File: config.mk
export PLATFORM = sky130hd
export DESIGN_NAME = control_sequencer
export DESIGN_NICKNAME = d
export VERILOG_FILES = /design/src/rtl/ctrl_pkg.sv /design/src/rtl/control_sequencer_instr_decode.sv /design/src/rtl/control_sequencer.sv
export SDC_FILE = /design/constraint.sdc
export NUM_CORES = 1
export LEC_CHECK = 0
export BUFFER_PORTS_ARGS = -buffer_cell sky130_fd_sc_hd__buf_2
export CAP_MARGIN = 5
export CORE_MARGIN = 1.5
export CORE_UTILIZATION = 54
export DETAILED_ROUTE_END_ITERATION = 10
export PLACE_DENSITY = 0.83
export SYNTH_ARGS = -nofsm -noshare
export SYNTH_HDL_FRONTEND = slang
export SYNTH_SLANG_ARGS = --single-unit
File: constraint.sdc
create_clock -name clk -period 3.9 [get_ports clk]
set_input_delay 0.195 -clock clk [delete_from_list [all_inputs] [get_ports clk]]
set_output_delay 0.195 -clock clk [all_outputs]
set_load 0.01 [all_outputs]
File: src/rtl/ctrl_pkg.sv
// Shared constants for the control sequencer: opcodes, ALU op codes,
// instruction field offsets and the sequencer state type.
package ctrl_pkg;

    localparam logic [1:0] OP_ADD  = 2'b00;
    localparam logic [1:0] OP_SUB  = 2'b01;
    localparam logic [1:0] OP_LI   = 2'b10;
    localparam logic [1:0] OP_HALT = 2'b11;

    localparam logic [1:0] ALU_ADD  = 2'b00;
    localparam logic [1:0] ALU_SUB  = 2'b01;
    localparam logic [1:0] ALU_PASS = 2'b10;
    localparam logic [1:0] ALU_NOP  = 2'b11;

    localparam int unsigned OPC_MSB = 7;
    localparam int unsigned OPC_LSB = 6;
    localparam int unsigned RS1_BIT = 5;
    localparam int unsigned RS2_BIT = 4;
    localparam int unsigned IMM_MSB = 3;
    localparam int unsigned IMM_LSB = 0;

    typedef enum logic [2:0] {
        FETCH,
        DECODE,
        EXECUTE,
        WRITEBACK,
        HALT,
        PAUSE
    } state_t;

endpackage

File: src/rtl/control_sequencer_instr_decode.sv
// Combinational instruction decoder: splits an 8-bit word into register
// selects, zero-extended immediate, ALU op, write-back source and halt flag.
module instr_decode
    import ctrl_pkg::*;
(
    input  logic [7:0] instr,
    output logic       rs1,
    output logic       rs2,
    output logic [7:0] imm,
    output logic [1:0] aluOp,
    output logic       wbSel,
    output logic       isHalt
);

    logic [1:0] opcode;

    always_comb begin
        opcode = instr[OPC_MSB:OPC_LSB];
        rs1    = instr[RS1_BIT];
        rs2    = instr[RS2_BIT];
        imm    = {4'b0000, instr[IMM_MSB:IMM_LSB]};
        aluOp  = ALU_NOP;
        wbSel  = 1'b0;
        isHalt = 1'b0;
        case (opcode)
            OP_ADD:  aluOp = ALU_ADD;
            OP_SUB:  aluOp = ALU_SUB;
            OP_LI: begin
                aluOp = ALU_PASS;
                wbSel = 1'b1;
            end
            default: isHalt = 1'b1;
        endcase
    end

endmodule

File: src/rtl/control_sequencer.sv
// Four-phase fetch/decode/execute/writeback sequencer driving a 2-entry register file.
// Optional single-step mode (input step_go, PAUSE state) under `CTRL_STEP_EN.
module control_sequencer
    import ctrl_pkg::*;
#(
    parameter int unsigned          PC_W     = 4,
    parameter logic [PC_W-1:0]      RESET_PC = '0
) (
    input  logic            clk,
    input  logic            rst_n,
    input  logic            instr_valid,
    input  logic [7:0]      instr_data,
    output logic            instr_ready,
    output logic [PC_W-1:0] pc,
    output logic            read_reg1,
    output logic            read_reg2,
    output logic            reg_write,
    output logic [1:0]      alu_op,
    output logic            wb_sel,
    output logic [7:0]      imm,
    output logic            halted
`ifdef CTRL_STEP_EN
    ,
    input  logic            step_go
`endif
);

    state_t     state;
    state_t     nextState;
    logic [7:0] instrReg;
    logic       accept;

    logic       decRs1;
    logic       decRs2;
    logic [7:0] decImm;
    logic [1:0] decAluOp;
    logic       decWbSel;
    logic       decIsHalt;

    instr_decode uDecode (
        .instr  (instrReg),
        .rs1    (decRs1),
        .rs2    (decRs2),
        .imm    (decImm),
        .aluOp  (decAluOp),
        .wbSel  (decWbSel),
        .isHalt (decIsHalt)
    );

    always_comb begin
        accept    = (state == FETCH) && instr_valid && instr_ready;
        nextState = state;
        case (state)
            FETCH:     if (accept) nextState = DECODE;
            DECODE:    nextState = decIsHalt ? HALT : EXECUTE;
            EXECUTE:   nextState = WRITEBACK;
`ifdef CTRL_STEP_EN
            WRITEBACK: nextState = PAUSE;
            PAUSE:     if (step_go) nextState = FETCH;
`else
            WRITEBACK: nextState = FETCH;
`endif
            HALT:      nextState = HALT;
            default:   nextState = FETCH;
        endcase
    end

    // Status outputs are registered from the next state so each one lines up
    // exactly with the cycle the FSM spends in the corresponding state.
    always_ff @(posedge clk or negedge rst_n) begin
        if (!rst_n) begin
            state       <= FETCH;
            pc          <= RESET_PC;
            instrReg    <= '0;
            instr_ready <= 1'b0;
            read_reg1   <= 1'b0;
            read_reg2   <= 1'b0;
            reg_write   <= 1'b0;
            alu_op      <= ALU_NOP;
            wb_sel      <= 1'b0;
            imm         <= '0;
            halted      <= 1'b0;
        end else begin
            state       <= nextState;
            instr_ready <= (nextState == FETCH);
            reg_write   <= (nextState == WRITEBACK);
            halted      <= (nextState == HALT);
            if (accept) begin
                instrReg <= instr_data;
                pc       <= pc + PC_W'(1);
            end
            if (state == DECODE) begin
                read_reg1 <= decRs1;
                read_reg2 <= decRs2;
                imm       <= decImm;
                alu_op    <= decAluOp;
                wb_sel    <= decWbSel;
            end
            if (nextState == HALT) alu_op <= ALU_NOP;
        end
    end

endmodule

Word-level counts from Yosys, hierarchy flattened
Index checks and enable logic that the tools add are counted.

word-level totals
  flip-flop bits (word level) = 27
  output and inout port bits = 20
  logic and storage cells = 33

operators by class
  $add $sub $neg = 1
  equal/unequal tests = 7
  mux-type cells = 7
  reductions and logical operators = 7

operator list
  kind                 count
  $pmux 3 s4           1
  $eq 3x2->1 const B   2
  $eq 3x3->1 const B   2
  $logic_not 3->1      2
  $mux 3               2
  $pmux 2 s3           1
  $add 4x1->4 const B  1
  $mux 2               2
  $eq 3x1->1 const B   1
  $reduce_or 3->1      1
  $eq 2x1->1 const B   1
  $eq 2x2->1 const B   1
  $logic_and 1x1->1    2
  $logic_not 2->1      1
  $reduce_bool 2->1    1
  $mux 1               1

Depth between registers and ports, before layout
  depth in word-level cells = 7
  depth in mapped cells = 4

By module
From an unflattened synthesis, not the netlist that was laid out.

unflattened totals
  cells, all modules = 97
  area, all modules = 1363.8 µm²

modules (own cells, without submodules)
  module             instances  cells an instance  area an instance (µm²)
  control_sequencer  1          82                 1265.0
  instr_decode       1          15                 98.8

Worst setup path after synthesis
No wires, ideal clock.

  path kind = register to register
  start point = reg state[0]
  end point = reg instrReg[2]
  library setup time = 0.125 ns
  arrival time = 1.130 ns
  setup slack = 2.645 ns
  stages on the path, launching flop included = 5
  path through = dfrtp_1 -> nor2_2 -> nand3_2 -> buf_6 -> mux2_4

between the ends
  word-level cells in the longest chain between the ends = 3

RTL lines
  item                             RTL line                 source
  from (decl)                      control_sequencer.sv:28  state_t state;
  from (signal assigned)           control_sequencer.sv:84  state <= nextState;
  $logic_not 3->1                  control_sequencer.sv:51  accept = (state == FETCH) && instr_valid && instr_ready;
  $logic_and 1x1->1 (2 in series)  control_sequencer.sv:51
  to (signal assigned)             control_sequencer.sv:89  instrReg <= instr_data;
  to (decl)                        control_sequencer.sv:30  logic [7:0] instrReg;

No other way between the ends.
A chain may end at the register's enable or synchronous reset.

Worst setup path after layout
  start point = reg state[0]
  end point = reg imm[0]

between the ends
  word-level cells in the longest chain between the ends = 1

RTL lines
  item                  RTL line                 source
  $eq 3x1->1            control_sequencer.sv:92  if (state == DECODE) begin
  to (signal assigned)  control_sequencer.sv:95  imm <= decImm;
  to (decl)             control_sequencer.sv:20  output logic [7:0] imm,

No other way between the ends.

==> run_results.csv <==
group,metric,value,unit
route,viasPerCell,4.99,
floorplan,die_w,49.2,um
worst_setup_path,reg2reg_from,"state[0]",
flow_run,maxCapViolations,0,
worst_setup_path,critical_path_required,4130,ps
worst_setup_path,path_cells,"nor3b_2 > mux2_2",
power_and_ir_drop,switchingPower,382,uW
clocking,cts_made_buffers,3,
clocking,cts_max_level,1,
logic_synthesis,yosys_warnings,0,
logic_synthesis,syn_inst,82,
clocking,cts_tree,"yes",
floorplan,die_h,49.2,um
route,drc_errors,0,
worst_setup_path,start_kind,"flip-flop",
worst_setup_path,endpoint_kind,"flip-flop",
sta,finalHoldViolCount,0,
worst_setup_path,crit_type,"reg2reg",
status,status,"complete, no violations",
route,wire_per_inst,13.5,um
min_path,hp-start,"instr_data[3]",
logic_synthesis,yosysTopAreaCellShare,0.543,
power_and_ir_drop,power_frac_comb,0.403,
worst_setup_path,crit_cells,2,
finish,final_area,1320,sq um
logic_synthesis,yosysTopAreaCell,"dfrtp_1",
worst_setup_path,critPathMaxFanout,11,
clocking,insertion_delay,320,ps
global_routing,antenna_found_initial,0,
finish,drive_above_1_share,0.427,
global_routing,grt_util_met2,0.291,
sta,clock_skew,1.53,ps
power_and_ir_drop,switching_share,0.351,
floorplan,std_cell_rows,16,
global_routing,grt_max_degree,28,
sta,slew_viol_final,0,
floorplan,core_area,1980,sq um
clocking,cts_resized,0,
worst_setup_path,cpPeakStageDelay,730,ps
global_routing,grt_pass1_vias,711,
global_routing,grt_pass1_wl,3.24,mm
clocking,cts_setup_buffers,0,
global_routing,top_usage_layer,"met2",
min_path,holdPathEnd,"instrReg[3]",
route,drtIter0Drc,4,
global_routing,use_met1,0.221,
min_path,hold_depth,2,
sta,fmax,582,MHz
worst_setup_path,r2r_setup_slack,2180,ps
worst_setup_path,worstReg2RegEnd,"imm[0]",
placement,place_hpwl,1.31,mm
sta,hold_slack,89.5,ps
floorplan,start_util,0.581,
logic_synthesis,syn_area,1150,sq um
sta,tns,0,ps
global_routing,grt_overflow,0,
power_and_ir_drop,leakage,0.000676,uW
placement,io_buffers,26,
route,via_count,684,
clocking,hold_buffers,1,
placement,globalplace.congestion,0.778,
power_and_ir_drop,cell_internal_pwr,705,uW
sta,post-route-min-period,1720,ps
power_and_ir_drop,p_per_area,826,nW/um^2
logic_synthesis,yosysSeqAreaShare,0.588,
sta,rsz0062_at_grt,"no",
finish,nets,123,
logic_synthesis,synth_area_per_cell,14.1,sq um
finish,areaGrowthSynthToFinish,14.1,%
clocking,root_buffer,"clkbuf_4",
placement,placed_area,1270,sq um
global_routing,grt.met3_usage,0.0644,
logic_synthesis,synthTopCellsByArea,"dfrtp_1 54%, mux2_4 9.1%, mux2_1 4.9%",
worst_setup_path,slowest_stage,"nor3b_2",
clocking,clock-sinks,27,
power_and_ir_drop,vdd_ir_drop_max,0.000505,V
sta,max_slew.worst_pin.slew,825,ps
clocking,clk_path_buf_depth,2,
floorplan,die-area,2420,sq um
logic_synthesis,synth-seq-cells,27,
floorplan,ios,31,
worst_setup_path,path_delay_family,"simple AND/OR/NAND/NOR gates",
route,dr.pass1.iters,4,
power_and_ir_drop,clkPwrFrac,0.110,
worst_setup_path,arrival,1940,ps
sta,fin_crit_sh,0.440,
route,wl,1.85,mm
sta,relSlewSlack,0.448,
clocking,cts.clk_slew.worst_paths,140,ps
worst_setup_path,ff2ff_path_depth,2,
sta,report.final.setup_viol,0,
global_routing,grt_usage,0.183,
worst_setup_path,path_buf_inv,0,
power_and_ir_drop,seqPwrFrac,0.487,
route,antenna_left,0,
logic_synthesis,synthDistinctLibCells,27,
min_path,hold_path.class,"in2reg",
finish,antenna_cells,0,
[cells in the final DEF, fill, tap and decap left out, drive strengths merged]
| cell type | instances |
|---|---|
| buf | 26 |
| dfrtp | 25 |
| mux2 | 15 |
| nand2 | 7 |
| inv | 4 |
| conb | 4 |
| xnor2 | 3 |
| clkbuf | 3 |
| o21ai | 3 |
| nand4 | 2 |
| mux2i | 2 |
| dfstp | 2 |
| nand2b | 1 |
| nand4b | 1 |
| a21o | 1 |
| nor2 | 1 |
| nor2b | 1 |
| nand3 | 1 |
| nor3b | 1 |
| xor2 | 1 |
| and2 | 1 |
| and4bb | 1 |
| nand3b | 1 |
| ha | 1 |
| clkinvlp | 1 |
| dlygate4sd3 | 1 |
[worst max path at each step]
stage,to,start
floorplan,instrReg[2],state[0]
global placement,imm[0],state[1]
detailed placement,imm[0],state[0]
CTS,imm[0],state[0]
global route,imm[0],state[0]
finish,imm[0],state[0]
[cells in the mapped netlist]
| cell | number |
|---|---|
| nor3b_2 | 1 |
| and2_1 | 1 |
| dfrtp_1 | 25 |
| ha_1 | 1 |
| nand4b_1 | 1 |
| nand2_1 | 7 |
| mux2_2 | 3 |
| mux2_1 | 5 |
| xor2_1 | 1 |
| conb_1 | 1 |
| nand2b_1 | 1 |
| buf_4 | 4 |
| nand4_1 | 2 |
| mux2_4 | 7 |
| a21o_1 | 1 |
| nand3_2 | 1 |
| nand3b_1 | 1 |
| buf_6 | 2 |
| inv_1 | 4 |
| and4bb_2 | 1 |
| nor2b_2 | 1 |
| o21ai_0 | 2 |
| o21ai_1 | 1 |
| mux2i_1 | 2 |
| xnor2_1 | 3 |
| nor2_2 | 1 |
| dfstp_2 | 2 |
[stage by stage]
step | utilization | power [uW] | cells | setup slack [ps]
floorplan | - | 841 | 85 | 2640
CTS | 0.664 | 1100 | 137 | 2150
detailed placement | 0.643 | 978 | 132 | 2170
global route | 0.664 | 1180 | 137 | 2030
global placement | 0.643 | 953 | 132 | 2230
finish | 0.664 | 1090 | 137 | 2180
[kinds of logic (layout without fill, tap and decap cells)]
kind of cell	after synthesis	count (layout)	synth area share
DFF	27	27	0.588
and+or+nand+nor	18	18	0.102
muxes	17	17	0.187
buffers and inverters	10	35	0.0586
AOI/OAI and AO/OA	4	4	0.0195
xor gates and xnor gates	4	4	0.0304
adders and majority gates	1	1	0.0109
other	1	4	0.00325
[flip-flops by register name, summed over array words and instances, names as in the netlist, 2 cells and up]
register  count
pc            4
state         3
imm           4
instrReg      8
alu_op        2
[worst reg2reg max path, stage by stage, from the launching register on]
cell     delay, ps
dfrtp_1        490
nor3b_2        730
mux2_2         410
[layer usage]
layer,up-vias,part of all wire
li1,322,-
met1,335,0.43
met2,25,0.51
met3,2,0.050
met4,0,0.010
met5,-,0
[power by group through the flow]
stage                     combinational, uW  clock, uW  sequential [uW]
final                                   438        120              529
after global routing                    487        139              550
after CTS                               446        125              530
after detailed placement                444          0              534
after global placement                  426          0              527
after floorplan                         285          0              557
[layout make-up]
cell class | count | area, sq um
clock buffers | 3 | 22.5
clock inverters | 1 | 7.51
fillers | 173 | 667
inverters | 4 | 15.0
multi-input cells | 48 | 418
flip-flops and latches | 27 | 678
well taps | 27 | 33.8
repair buffers | 27 | 140
No activity file was read; power rests on OpenSTA's default activity.
